File: config.mk
export PLATFORM = sky130hd
export DESIGN_NAME = audio_out_stage_flat
export DESIGN_NICKNAME = d
export VERILOG_FILES = /design/src/rtl/audio_out_stage_pkg.sv /design/src/rtl/audio_out_stage_if.sv /design/src/rtl/audio_out_stage_chain.sv /design/src/rtl/audio_out_stage.sv /design/src/flat_wrapper.sv
export SDC_FILE = /design/constraint.sdc
export NUM_CORES = 1
export LEC_CHECK = 0
export CORE_UTILIZATION = 51
export DETAILED_ROUTE_END_ITERATION = 6
export PLACE_DENSITY = 0.65
export SLEW_MARGIN = 30
export SYNTH_ARGS = -nofsm -noshare
export SYNTH_HDL_FRONTEND = slang
export SYNTH_SLANG_ARGS = --single-unit
File: constraint.sdc
create_clock -name clk_sys -period 14.45 [get_ports clk_sys]
set_input_delay 1.445 -clock clk_sys [delete_from_list [all_inputs] [get_ports clk_sys]]
set_output_delay 1.445 -clock clk_sys [all_outputs]
set_load 0.03 [all_outputs]
File: src/rtl/audio_out_stage_pkg.sv
// Shared types, constants and saturation helpers for the audio output stage.
package msx_audio_pkg;

  typedef logic signed [15:0] audio_sample_t;

  typedef enum logic [1:0] {
    IDLE,
    PROC_L,
    PROC_R,
    OUT
  } audio_fsm_t;

  localparam int AUDIO_MAX = 32767;
  localparam int AUDIO_MIN = -32768;

  // DC-block output / feedback state is two bits wider than a sample so a
  // full-scale step (65535) survives the filter before volume is applied.
  localparam int Y_WIDTH = 18;
  localparam int Y_MAX   = 131071;
  localparam int Y_MIN   = -131072;

  typedef logic signed [Y_WIDTH-1:0] dc_state_t;

  // Result of one pass through the shared channel datapath.
  typedef struct packed {
    audio_sample_t sample;
    logic          clip;
    dc_state_t     y_state;
  } chain_out_t;

  function automatic logic fits16(input logic signed [23:0] v);
    return (v <= 24'(AUDIO_MAX)) && (v >= 24'(AUDIO_MIN));
  endfunction

  function automatic audio_sample_t sat16(input logic signed [23:0] v);
    if (v > 24'(AUDIO_MAX)) return audio_sample_t'(AUDIO_MAX);
    if (v < 24'(AUDIO_MIN)) return audio_sample_t'(AUDIO_MIN);
    return v[15:0];
  endfunction

  function automatic dc_state_t sat18(input logic signed [19:0] v);
    if (v > 20'(Y_MAX)) return dc_state_t'(Y_MAX);
    if (v < 20'(Y_MIN)) return dc_state_t'(Y_MIN);
    return v[Y_WIDTH-1:0];
  endfunction

endpackage

File: src/rtl/audio_out_stage_if.sv
// Registered stereo sample stream from the output stage to the audio sink.
interface audio_out_stage_if;
  import msx_audio_pkg::*;

  audio_sample_t audio_L;
  audio_sample_t audio_R;
  logic          sample_valid;

  modport master (output audio_L, audio_R, sample_valid);
  modport slave  (input  audio_L, audio_R, sample_valid);
endinterface

File: src/rtl/audio_out_stage_chain.sv
// Combinational DC-block + volume + saturate datapath, shared by both
// channels; the caller supplies the filter state of the channel in flight.
module audio_chain_slice
  import msx_audio_pkg::*;
#(
  parameter int DC_SHIFT = 8
) (
  input  audio_sample_t x,
  input  audio_sample_t x_prev,
  input  dc_state_t     y_prev,
  input  logic          dc_en,
  input  logic [3:0]    volume,
  input  logic          mute,
  output chain_out_t    res
);

  logic signed [19:0] dc_sum;
  dc_state_t          y;
  logic [4:0]         gain;
  logic signed [23:0] prod;
  logic signed [23:0] scaled;

  always_comb begin
    // Leaky differentiator: pole at 1 - 2^-DC_SHIFT.
    dc_sum = 20'(x) - 20'(x_prev) + 20'(y_prev) - 20'(y_prev >>> DC_SHIFT);
    y      = dc_en ? sat18(dc_sum) : Y_WIDTH'(x);

    gain   = {1'b0, volume} + 5'd1;
    prod   = 24'(y) * $signed({19'd0, gain});
    scaled = prod >>> 4;

    // With the filter bypassed its feedback restarts from zero.
    res.y_state = dc_en ? y : '0;
    res.sample  = mute ? '0 : sat16(scaled);
    res.clip    = !mute && !fits16(scaled);
  end

endmodule

File: src/rtl/audio_out_stage.sv
// Boxcar decimator feeding a time-shared DC-block/volume chain; presents a
// registered stereo sample with a one-cycle valid strobe and sticky clip flags.
module audio_out_stage
  import msx_audio_pkg::*;
#(
  parameter int DIV_LOG2 = 9,
  parameter int DC_SHIFT = 8
) (
  input  logic                      clk_sys,
  input  logic                      reset_n,
  input  audio_sample_t             sound_L,
  input  audio_sample_t             sound_R,
  input  logic                      dc_block_en,
  input  logic [3:0]                volume,
  input  logic                      mute,
  input  logic                      clip_clr,
  output logic                      clip_L,
  output logic                      clip_R,
  audio_out_stage_if.master         audio_out
);

  localparam int ACC_W = 16 + DIV_LOG2;
  typedef logic signed [ACC_W-1:0] acc_t;

  logic [DIV_LOG2-1:0] cnt;
  logic                wrap;
  acc_t                acc_L, acc_R;
  acc_t                sum_L, sum_R;

  audio_sample_t       x_L, x_R;
  audio_sample_t       x_prev_L, x_prev_R;
  dc_state_t           y_prev_L, y_prev_R;

  audio_fsm_t          state, state_next;

  // Controls captured in PROC_L so both channels of one sample agree.
  logic                dc_en_q;
  logic                mute_q;
  logic [3:0]          volume_q;

  audio_sample_t       res_L;
  logic                clip_pend_L;

  audio_sample_t       sl_x, sl_x_prev;
  dc_state_t           sl_y_prev;
  logic                sl_dc_en, sl_mute;
  logic [3:0]          sl_volume;
  chain_out_t          sl_res;

  assign wrap  = (cnt == '1);
  assign sum_L = acc_L + ACC_W'(sound_L);
  assign sum_R = acc_R + ACC_W'(sound_R);

  // Decimation: the wrap cycle's own input is folded into the average.
  always_ff @(posedge clk_sys) begin
    if (!reset_n) begin
      cnt   <= '0;
      acc_L <= '0;
      acc_R <= '0;
      x_L   <= '0;
      x_R   <= '0;
    end else begin
      // NOTE: non-blocking assignments so every register samples pre-edge values.
      cnt <= cnt + DIV_LOG2'(1);
      if (wrap) begin
        acc_L <= '0;
        acc_R <= '0;
        x_L   <= audio_sample_t'(sum_L >>> DIV_LOG2);
        x_R   <= audio_sample_t'(sum_R >>> DIV_LOG2);
      end else begin
        acc_L <= sum_L;
        acc_R <= sum_R;
      end
    end
  end

  always_comb begin
    // NOTE: defaults first so no path leaves a signal unassigned (no latch).
    state_next = state;
    sl_x       = x_L;
    sl_x_prev  = x_prev_L;
    sl_y_prev  = y_prev_L;
    sl_dc_en   = dc_block_en;
    sl_volume  = volume;
    sl_mute    = mute;

    unique case (state)
      IDLE:   if (wrap) state_next = PROC_L;
      PROC_L: state_next = PROC_R;
      PROC_R: begin
        state_next = OUT;
        sl_x       = x_R;
        sl_x_prev  = x_prev_R;
        sl_y_prev  = y_prev_R;
        sl_dc_en   = dc_en_q;
        sl_volume  = volume_q;
        sl_mute    = mute_q;
      end
      OUT:    state_next = IDLE;
      default: state_next = IDLE;
    endcase
  end

  audio_chain_slice #(.DC_SHIFT(DC_SHIFT)) u_chain (
    .x      (sl_x),
    .x_prev (sl_x_prev),
    .y_prev (sl_y_prev),
    .dc_en  (sl_dc_en),
    .volume (sl_volume),
    .mute   (sl_mute),
    .res    (sl_res)
  );

  // Outputs are loaded on the PROC_R->OUT edge so they are live during OUT.
  always_ff @(posedge clk_sys) begin
    if (!reset_n) begin
      state                  <= IDLE;
      x_prev_L               <= '0;
      x_prev_R               <= '0;
      y_prev_L               <= '0;
      y_prev_R               <= '0;
      dc_en_q                <= 1'b0;
      mute_q                 <= 1'b0;
      volume_q               <= '0;
      res_L                  <= '0;
      clip_pend_L            <= 1'b0;
      clip_L                 <= 1'b0;
      clip_R                 <= 1'b0;
      audio_out.audio_L      <= '0;
      audio_out.audio_R      <= '0;
      audio_out.sample_valid <= 1'b0;
    end else begin
      state                  <= state_next;
      audio_out.sample_valid <= 1'b0;

      if (clip_clr) begin
        clip_L <= 1'b0;
        clip_R <= 1'b0;
      end

      unique case (state)
        PROC_L: begin
          dc_en_q     <= dc_block_en;
          mute_q      <= mute;
          volume_q    <= volume;
          x_prev_L    <= x_L;
          y_prev_L    <= sl_res.y_state;
          res_L       <= sl_res.sample;
          clip_pend_L <= sl_res.clip;
        end
        PROC_R: begin
          x_prev_R               <= x_R;
          y_prev_R               <= sl_res.y_state;
          audio_out.audio_L      <= res_L;
          audio_out.audio_R      <= sl_res.sample;
          audio_out.sample_valid <= 1'b1;
          // Placed after the clear so a simultaneous new clip wins.
          if (clip_pend_L) clip_L <= 1'b1;
          if (sl_res.clip) clip_R <= 1'b1;
        end
        default: ;
      endcase
    end
  end

endmodule
File: src/flat_wrapper.sv
// flat-port wrapper written by rule: the top's interface ports become plain ports
module audio_out_stage_flat import msx_audio_pkg::*;
#(
  parameter int DIV_LOG2 = 9,
  parameter int DC_SHIFT = 8
)
  (clk_sys, reset_n, sound_L, sound_R, dc_block_en, volume, mute, clip_clr, clip_L, clip_R, audio_out_audio_L, audio_out_audio_R, audio_out_sample_valid);
  audio_out_stage_if audio_out_i ();
  input  logic clk_sys;
  input  logic reset_n;
  input  audio_sample_t sound_L;
  input  audio_sample_t sound_R;
  input  logic dc_block_en;
  input  logic [3:0] volume;
  input  logic mute;
  input  logic clip_clr;
  output logic clip_L;
  output logic clip_R;
  output wire logic [$bits(audio_out_i.audio_L)-1:0] audio_out_audio_L;
  output wire logic [$bits(audio_out_i.audio_R)-1:0] audio_out_audio_R;
  output wire logic [$bits(audio_out_i.sample_valid)-1:0] audio_out_sample_valid;
  assign audio_out_audio_L = audio_out_i.audio_L;
  assign audio_out_audio_R = audio_out_i.audio_R;
  assign audio_out_sample_valid = audio_out_i.sample_valid;
  audio_out_stage #(.DIV_LOG2(DIV_LOG2), .DC_SHIFT(DC_SHIFT)) u_core (.clk_sys(clk_sys), .reset_n(reset_n), .sound_L(sound_L), .sound_R(sound_R), .dc_block_en(dc_block_en), .volume(volume), .mute(mute), .clip_clr(clip_clr), .clip_L(clip_L), .clip_R(clip_R), .audio_out(audio_out_i));
endmodule
# After elaboration in Yosys (flattened, before gate mapping)

Cells that the tools add are included.

Bits in registers: 219
Output and inout port bits: 35
Logic and storage cells: 78
Input port bits: 41

$mul: 1
Bitwise operators: 1
$add $sub $neg: 7
Multiplexer cells: 32
Eq/ne operators: 5
Order comparisons: 6
Reductions and logical operators: 6

Operators with widths:

| cell                   | count |
|---|---|
| $mux W18               | 7 |
| $mux W16               | 7 |
| $add A25 B16 Y25       | 2 |
| $mul A18 B6 Y24        | 1 |
| $ge A20 B16 Y1 const B | 1 |
| $gt A20 B16 Y1 const B | 1 |
| $gt A20 B18 Y1 const B | 1 |
| $le A20 B16 Y1 const B | 1 |
| $lt A20 B16 Y1 const B | 1 |
| $lt A20 B18 Y1 const B | 1 |
| $sub A19 B10 Y20       | 1 |
| $add A17 B18 Y19       | 1 |
| $sub A16 B16 Y17       | 1 |
| $mux W1                | 15 |
| $add A9 B1 Y9 const B  | 1 |
| $eq A9 B9 Y1 const B   | 1 |
| $pmux W2 S4            | 1 |
| $add A4 B1 Y5 const B  | 1 |
| $eq A2 B2 Y1 const B   | 2 |
| $mux W4                | 1 |
| $eq A2 B1 Y1 const B   | 1 |
| $logic_and A1 B1 Y1    | 2 |
| $logic_not A1 Y1       | 2 |
| $logic_not A2 Y1       | 1 |
| 4 further kinds        | 4 |

# Longest topological paths before layout

Gate-level depths: netlist (run 1).

Depth in word-level cells: 18
Mapped depth: 49

# Modules after synthesis

Synthesis (run 1) repeated with hierarchy kept, for this count alone.

Cell total of the unflattened synthesis: 1,859
Area, all modules: 16,379.5 sq um

Modules (own cells, without submodules):

| module            | area an instance (sq um) | cells an instance | instances |
|---|---|---|---|
| audio_out_stage   | 10,606.4                 | 1,114             | 1 |
| audio_chain_slice | 5,773.0                  | 745               | 1 |

# Worst setup path before layout (run 1)

OpenSTA, ideal clock, no wires.

Path kind: register to register
Start: register u_core.state[0]
End: register u_core.res_L[10]
Buffers on the path: 7
Cell stages (with the launch flop): 46
Path slack: 2.902 ns
Arrival: 11.478 ns
Period minus slack after synthesis: 11.548 ns
Data required time: 14.380 ns
Path through: dfxtp_1 > inv_1 > ha_1 > buf_1 > clkbuf_1 > clkbuf_1 > buf_1 > mux2i_1 > inv_1 > fa_1 > fa_1 > inv_1 > ha_1 > nand2_1 > o21ai_0 > nor4b_1 > a211oi_1 > o41ai_1 > [... 10 more ...] > fa_1 > fa_1 > inv_1 > ha_1 > nor2b_1 > o21a_1 > o21ai_0 > a21oi_1 > o21ai_0 > a21oi_1 > a221o_1 > a31o_2 > a2111o_1 > nand3_1 > o31ai_4 > o21a_2 > buf_4 > a21oi_1

Cells in the longest elaborated chain, start to end: 18

Ends and longest elaborated chain:

| item                   | line                        | source |
|---|---|---|
| from (decl)            | audio_out_stage.sv:34       | `audio_fsm_t state, state_next;` |
| from (signal assigned) | audio_out_stage.sv:133      | `state <= state_next;` |
| $eq A2 B2 Y1           | audio_out_stage.sv:87       | `unique case (state)` |
| $mux W16               | audio_out_stage.sv:87       |  |
| $sub A16 B16 Y17       | audio_out_stage_chain.sv:25 | `dc_sum = 20'(x) - 20'(x_prev) + 20'(y_prev) - 20'(y_prev >>> DC_SHIFT);` |
| $add A17 B18 Y19       | audio_out_stage_chain.sv:25 |  |
| $sub A19 B10 Y20       | audio_out_stage_chain.sv:25 |  |
| $lt A20 B18 Y1         | audio_out_stage_pkg.sv:43   | `if (v < 20'(Y_MIN)) return dc_state_t'(Y_MIN);` |
| $mux W1 (2 in series)  | audio_out_stage_pkg.sv:43   |  |
| $mux W18               | audio_out_stage_pkg.sv:44   | `return v[Y_WIDTH-1:0];` |
| $mux W18               | audio_out_stage_pkg.sv:43   |  |
| $mux W18               | audio_out_stage_chain.sv:26 | `y = dc_en ? sat18(dc_sum) : Y_WIDTH'(x);` |
| $mul A18 B6 Y24        | audio_out_stage_chain.sv:29 | `prod = 24'(y) * $signed({19'd0, gain});` |
| $lt A20 B16 Y1         | audio_out_stage_pkg.sv:37   | `if (v < 24'(AUDIO_MIN)) return audio_sample_t'(AUDIO_MIN);` |
| $mux W1 (2 in series)  | audio_out_stage_pkg.sv:37   |  |
| $mux W16               | audio_out_stage_pkg.sv:38   | `return v[15:0];` |
| $mux W16               | audio_out_stage_pkg.sv:37   |  |
| $mux W16               | audio_out_stage_chain.sv:34 | `res.sample = mute ? '0 : sat16(scaled);` |
| to (signal assigned)   | audio_out_stage.sv:148      | `res_L <= sl_res.sample;` |
| to (decl)              | audio_out_stage.sv:41       | `audio_sample_t res_L;` |

Several ways; a longest one is shown, not always the timed one. The select of a mux whose other input is x is not followed.
A chain may end at the register's enable or synchronous reset.

# Worst setup path after layout (run 1)

Start: register u_core.state[0]
End: register u_core.audio_out.audio_R[12]

Cells in the longest elaborated chain, start to end: 18

Ends and longest elaborated chain:

| item                  | line                                          | source |
|---|---|---|
| $eq A2 B2 Y1 (*)      | audio_out_stage.sv:87, audio_out_stage.sv:141 |  |
| $mux W16              | audio_out_stage.sv:87                         |  |
| $sub A16 B16 Y17      | audio_out_stage_chain.sv:25                   |  |
| $add A17 B18 Y19      | audio_out_stage_chain.sv:25                   |  |
| $sub A19 B10 Y20      | audio_out_stage_chain.sv:25                   |  |
| $lt A20 B18 Y1        | audio_out_stage_pkg.sv:43                     |  |
| $mux W1 (2 in series) | audio_out_stage_pkg.sv:43                     |  |
| $mux W18              | audio_out_stage_pkg.sv:44                     |  |
| $mux W18              | audio_out_stage_pkg.sv:43                     |  |
| $mux W18              | audio_out_stage_chain.sv:26                   |  |
| $mul A18 B6 Y24       | audio_out_stage_chain.sv:29                   |  |
| $lt A20 B16 Y1        | audio_out_stage_pkg.sv:37                     |  |
| $mux W1 (2 in series) | audio_out_stage_pkg.sv:37                     |  |
| $mux W16              | audio_out_stage_pkg.sv:38                     |  |
| $mux W16              | audio_out_stage_pkg.sv:37                     |  |
| $mux W16              | audio_out_stage_chain.sv:34                   |  |
| to (signal assigned)  | audio_out_stage.sv:155                        | `audio_out.audio_R <= sl_res.sample;` |
| to (decl)             | audio_out_stage_if.sv:9                       | `modport master (output audio_L, audio_R, sample_valid);` |

Mark *: on every way between the ends. The rest lies on a longest branch, timed or not. The select of a mux whose other input is x is not followed.

==> results of run 1 <==
[layer usage]
metal | GRT usage, % | vias up | routed length [um]
met5 | 0 | - | 0
met4 | 9.08 | 0 | 1460
met3 | 3.26 | 72 | 1220
met2 | 40.2 | 199 | 17400
met1 | 31.7 | 5905 | 17100
li1 | - | 6216 | -
[layout make-up]
class	count	area, um2
flip-flops and latches	219	4380
well taps	396	495
clock inverters	12	173
repair buffers	87	838
clock buffers	33	706
inverters	215	807
multi-input cells	1332	10400
fillers	2810	12800
[through the flow]
| stage | util [%] | hold slack (ns) | instance area [um2] | instances |
|---|---|---|---|---|
| 5_1_grt | 58.2 | 0.481 | 17800 | 2294 |
| 3_3_place_gp | 55.3 | 0.437 | 16900 | 2249 |
| 4_1_cts | 58.2 | 0.465 | 17800 | 2294 |
| 3_5_place_dp | 55.3 | 0.457 | 16900 | 2249 |
| 6_report | 58.2 | 0.460 | 17800 | 2294 |
| 2_1_floorplan | - | 0.421 | 15800 | 1835 |
[path summary, 6_finish.rpt]
check | start | to | slack [ns] | cells after the start
worst max-delay path | u_core.state[0] | u_core.audio_out.audio_R[12] | 2.89 | 41
worst min register to register | u_core.cnt[0] | u_core.cnt[0] | 0.46 | 1
worst max register to register | u_core.state[0] | u_core.audio_out.audio_R[12] | 2.89 | 41
worst min-delay path | u_core.cnt[0] | u_core.cnt[0] | 0.46 | 1
[flip-flops by register name, indices dropped and copies added (netlist names), 9 cells and up]
| register | count |
|---|---|
| u_core.acc_L | 25 |
| u_core.acc_R | 25 |
| u_core.y_prev_L | 18 |
| u_core.y_prev_R | 18 |
| u_core.audio_out.audio_L | 16 |
| u_core.audio_out.audio_R | 16 |
| u_core.res_L | 16 |
| u_core.x_L | 16 |
| u_core.x_R | 16 |
| u_core.x_prev_L | 16 |
| u_core.x_prev_R | 16 |
| u_core.cnt | 9 |
[cells by family (layout without fill, tap and decap cells)]
| kind of cell | count (synthesis) | count (layout) | synth area share [%] |
|---|---|---|---|
| and+or+nand+nor | 541 | 541 | 17.0 |
| AOI/OAI and AO/OA | 386 | 386 | 15.7 |
| buffers and inverters | 284 | 347 | 6.79 |
| DFF | 219 | 219 | 27.7 |
| adders and majority gates | 209 | 209 | 20.9 |
| muxes | 118 | 118 | 7.53 |
| xor gates and xnor gates | 78 | 78 | 4.32 |
[placed cells by master, fill, tap and decap left out, drive strengths merged, types with 22 or more instances in the layout]
| master | count |
|---|---|
| a21boi | 22 |
| a21o | 53 |
| a21oi | 123 |
| and2 | 56 |
| clkbuf | 33 |
| clkdlybuf4s50 | 74 |
| dfxtp | 219 |
| fa | 92 |
| ha | 117 |
| inv | 216 |
| mux2i | 110 |
| nand2 | 95 |
| nand3 | 37 |
| nor2 | 158 |
| nor2b | 106 |
| nor3 | 24 |
| o21ai | 92 |
| xnor2 | 43 |
| xor2 | 35 |
[worst register-to-register path, delay by kind of cell (launching register included)]
kind / cells / cell delay [ns]
fa+ha+maj: 8 / 3.66
simple gates: 6 / 1.34
flops: 1 / 0.33
buf+inv: 8 / 0.94
compound gates: 19 / 5.20
==> results.md, run 1 <==
* Cell repeated most along the worst path: inv_1
* Total Die Area at 0.0317 mm2
* Mapped Avg Cell Area at 8.62 um2
* Post-synth ARST share at 0%
* TritonCTS clock tree: done
* Starting density of the core at 51.7%
* Setup Slack @ Placement at 2.96 ns
* Ant diodes at 0
* Mapped Cells at 1835
* Synth-to-Final Area Change at 12.5%
* Antenna Nets Post-Route at 0
* Syn nets at 2085
* CP top delay family: compound AO/OA/AOI/OAI gates
* Drt pass-1 iters at 5
* Drt drc at 0
* Slew @ Worst Pin at 0.888 ns
* Horiz. Die Dim at 178 um
* Worst-Skew Late Latency at 0.53 ns
* First-pass GRT wire length at 61800 um
* Vias at 12.4k
* Post-synth EDFFs at 0
* Share of the synthesized area in the top cell type at 27.7%
* Yosys reg bits at 219
* Final setup margin at 2.89 ns
* Slew Limit Fails at 0
* Post-synthesis cell type count at 68
* CP arrival at 12.01 ns
* Routed WL at 37200 um
* Type of origin of the critical path: flop
* Top post-synthesis cells by area: dfxtp_1 28%, fa_1 12%, ha_1 9.3%
* Largest net degree at the start of global routing at 74
* CTS Buf Count at 25
* Layout cells sized above 1 at 5.01%
* Post-layout minimum cycle time at 11.56 ns
* All-Layer GR Usage at 24.1%
* Most used DFF post-synth: dfxtp_1
* First DRT Iteration DRCs at 629
* Routed wire length per instance at 16.2 um
* Global route total overflow at 0
* Die Ht at 178 um
* DP Wirelength at 28100 um
* Most numerous cell in the Yosys netlist: dfxtp_1
* Slew HR at 40.8%
* CP max stage delay at 0.68 ns
* Worst setup path class: flop to flop
* Post-CTS Setup Inserts at 0
* Slowest CP cell: a21boi_0
* IO Count at 76
* Syn Std Cell Area at 0.0158 mm2
* Final hold violation count at 0
* CTS Root Cell: clkbuf_16
* Via count of the first global-routing pass at 12.3k
* Clock Sinks at 219
* Post-synth top cells: 219 x dfxtp_1, 215 x inv_1, 158 x nor2_1
* Status: finished clean
* Worst EP required at 14.90 ns
* RSZ-0062 raised after global routing: false
* Max-Cap Viols at 0
* Yosys warns at 0
* Initial antenna violation count at 0
* Min-delay worst type: flop to flop
* Hold Buf Count CTS at 0
* Max Root-Sink Buffers at 3
* Max H-tree Level at 1
* Core area at 0.0306 mm2
* Fmax at 86.5 MHz
* RePlAce Congestion at 0.914
* Area leader, netlist: dfxtp_1
* Sequential share of the synthesized area at 27.7%
* Worst Skew at 0.0114 ns
* Final #Nets at 2130
* Worst path bufs/invs at 8
* Clock-pin slew of the registers on the worst-case setup and hold paths at 0.06 ns
* Post-CTS sizing at 0
* CP max FO at 28
* Via/cell ratio at 5.40
* Final setup violation count at 0
* I/O Buffers at 75
* Final period util at 80.0%
* Worst setup EP type: flop
* Site Rows at 64
* Setup TNS at 0 ns
Power of run 1 is not shown: default switching activity piles up to over one toggle a cycle in this logic, so the estimate is an artifact.
==> run 2: changes to the inputs <==
==> constraint.sdc (replaced) <==
create_clock -name clk_sys -period 10.7 [get_ports clk_sys]
set_input_delay 1.07 -clock clk_sys [delete_from_list [all_inputs] [get_ports clk_sys]]
set_output_delay 1.07 -clock clk_sys [all_outputs]
set_load 0.03 [all_outputs]
==> run 2 against run 1 <==
Effect of this change: hold slack got worse by 0.0020 ns; first-iteration DRC count rose by 11%; global-route usage fell by 0.29 points; critical path depth fell by 1; register-to-register slack got worse by 2.3 ns; flip-flop and latch count did not move; clock skew rose by 0.013 ns; wire length rose by 0.60%.
==> results.md, run 2 (synthesized netlist as in run 1, its figures left out) <==
* Status: finished clean
* First-pass GRT wire length at 60700 um
* Reg-to-reg slack, setup at 0.55 ns
* Worst setup path class: flop to flop
* Worst Reg-to-Reg Cells at 40
* Final period util at 94.8%
* CTS Root Cell: clkbuf_16
* Hold Buf Count CTS at 0
* Antenna Nets Post-Route at 0
* CP max stage delay at 0.54 ns
* Levels on crit path at 40
* Largest net degree at the start of global routing at 93
* Slew Limit Fails at 0
* Layout cells sized above 1 at 7.08%
* First DRT Iteration DRCs at 700
* Largest regs: u_core.acc_L (25), u_core.acc_R (25)
* Setup Slack @ Placement at 0.203 ns
* Leading cell type in the layout, fill and taps excluded: dfxtp_1
* Site Rows at 64
* Starting density of the core at 51.7%
* Total Die Area at 0.0317 mm2
* CP startpoint: u_core.state[0]
* Final #Nets at 2165
* Setup TNS at 0 ns
* Worst Skew at 0.0243 ns
* Ant diodes at 0
* Final hold violation count at 0
* Vias at 12.6k
* Core area at 0.0306 mm2
* Horiz. Die Dim at 178 um
* R2R Path Start: u_core.state[0]
* Most frequent cells in the layout: 219 x dfxtp_1, 215 x inv_1, 158 x nor2_1, 116 x a21oi_1, 114 x ha_1
* Synth-to-Final Area Change at 14.8%
* Final setup margin at 0.552 ns
* CP arrival at 10.62 ns
* Max H-tree Level at 1
* FF-to-FF End: u_core.res_L[8]
* Final core utilization at 59.4%
* DP Wirelength at 28000 um
* Worst setup EP type: flop
* Slew HR at 39.3%
* Routed WL at 37400 um
* CP top delay family: compound AO/OA/AOI/OAI gates
* Worst path bufs/invs at 9
* Initial antenna violation count at 0
* Setup crit end: u_core.res_L[8]
* CTS Buf Count at 26
* Min-delay worst type: flop to flop
* Final setup violation count at 0
* Worst EP required at 11.18 ns
* RePlAce Congestion at 0.882
* Die Ht at 178 um
* Max-Cap Viols at 0
* Filler cells at 2777
* Via/cell ratio at 5.40
* TritonCTS clock tree: done
* IO Count at 76
* CP max FO at 11
* Via count of the first global-routing pass at 12.2k
* Global route total overflow at 0
* Max Root-Sink Buffers at 3
* RSZ-0062 raised after global routing: false
* Fmax at 98.5 MHz
* Drt drc at 0
* Clock-pin slew of the registers on the worst-case setup and hold paths at 0.06 ns
* Slew @ Worst Pin at 0.900 ns
* Type of origin of the critical path: flop
* Post-layout minimum cycle time at 10.15 ns
* I/O Buffers at 75
* Clock Sinks at 219
* Routed wire length per instance at 16.0 um
* Worst-Skew Late Latency at 0.54 ns
* Slowest CP cell: fa_1
* Drt pass-1 iters at 5
* All-Layer GR Usage at 23.8%
run 2: cell types whose count changed in the layout (fill, tap and decap cells not counted), sizes merged:
cell	before	now
a31o	5	6
buf	13	46
clkbuf	33	37
clkinv	5	3
bufinv	4	3
inv	216	218
run 2: worst register-to-register path: cells and delay by family, from the launching register on:
family	cells	cell delay, ns
buffers and inverters	9	0.95
AO/OA/AOI/OAI	16	3.68
flip-flops	1	0.35
AND/OR/NAND/NOR	6	1.32
adder cells (fa/ha/maj)	8	3.57
multiplexers	1	0.19
run 2: worst min-delay path by stage:
stage | from | end | slack, ns | cells past startpoint
after detailed placement | u_core.cnt[0] | u_core.cnt[0] | 0.44 | 1
after global routing | u_core.cnt[0] | u_core.cnt[0] | 0.47 | 1
final | u_core.cnt[0] | u_core.cnt[0] | 0.46 | 1
after global placement | u_core.cnt[0] | u_core.cnt[0] | 0.44 | 1
after floorplan | u_core.cnt[0] | u_core.cnt[0] | 0.42 | 1
after CTS | u_core.cnt[0] | u_core.cnt[0] | 0.46 | 1
run 2: what timing repair did:
item	CTS	global route
endpoints found under the setup margin	0	34
resized for setup	0	13
setup buffers	0	14
run 2: layout make-up:
| type | count | area (um2) | share of cell area [%] |
|---|---|---|---|
| clock buffer | 37 | 722 | 3.98 |
| clock inverter | 11 | 160 | 0.882 |
| inverter | 215 | 807 | 4.44 |
| multi-input combinational | 1333 | 10500 | 57.7 |
| sequential | 219 | 4380 | 24.1 |
| tap | 396 | 495 | 2.73 |
| timing repair buffer | 120 | 1110 | 6.14 |
run 2: metal layers:
layer	wire, um	GRT usage [%]
met3	1370	2.79
met2	18000	41.4
met1	16800	30.6
met4	1110	7.76
met5	0	0
run 2: stage by stage:
stage / hold slack [ns] / cell area [um2] / std cells
2_1_floorplan: 0.421 / 15900 / 1835
3_3_place_gp: 0.441 / 17100 / 2268
3_5_place_dp: 0.445 / 17100 / 2268
4_1_cts: 0.456 / 18000 / 2316
5_1_grt: 0.468 / 18200 / 2331
6_report: 0.458 / 18200 / 2331
Power of run 2 is left out for the same reason.
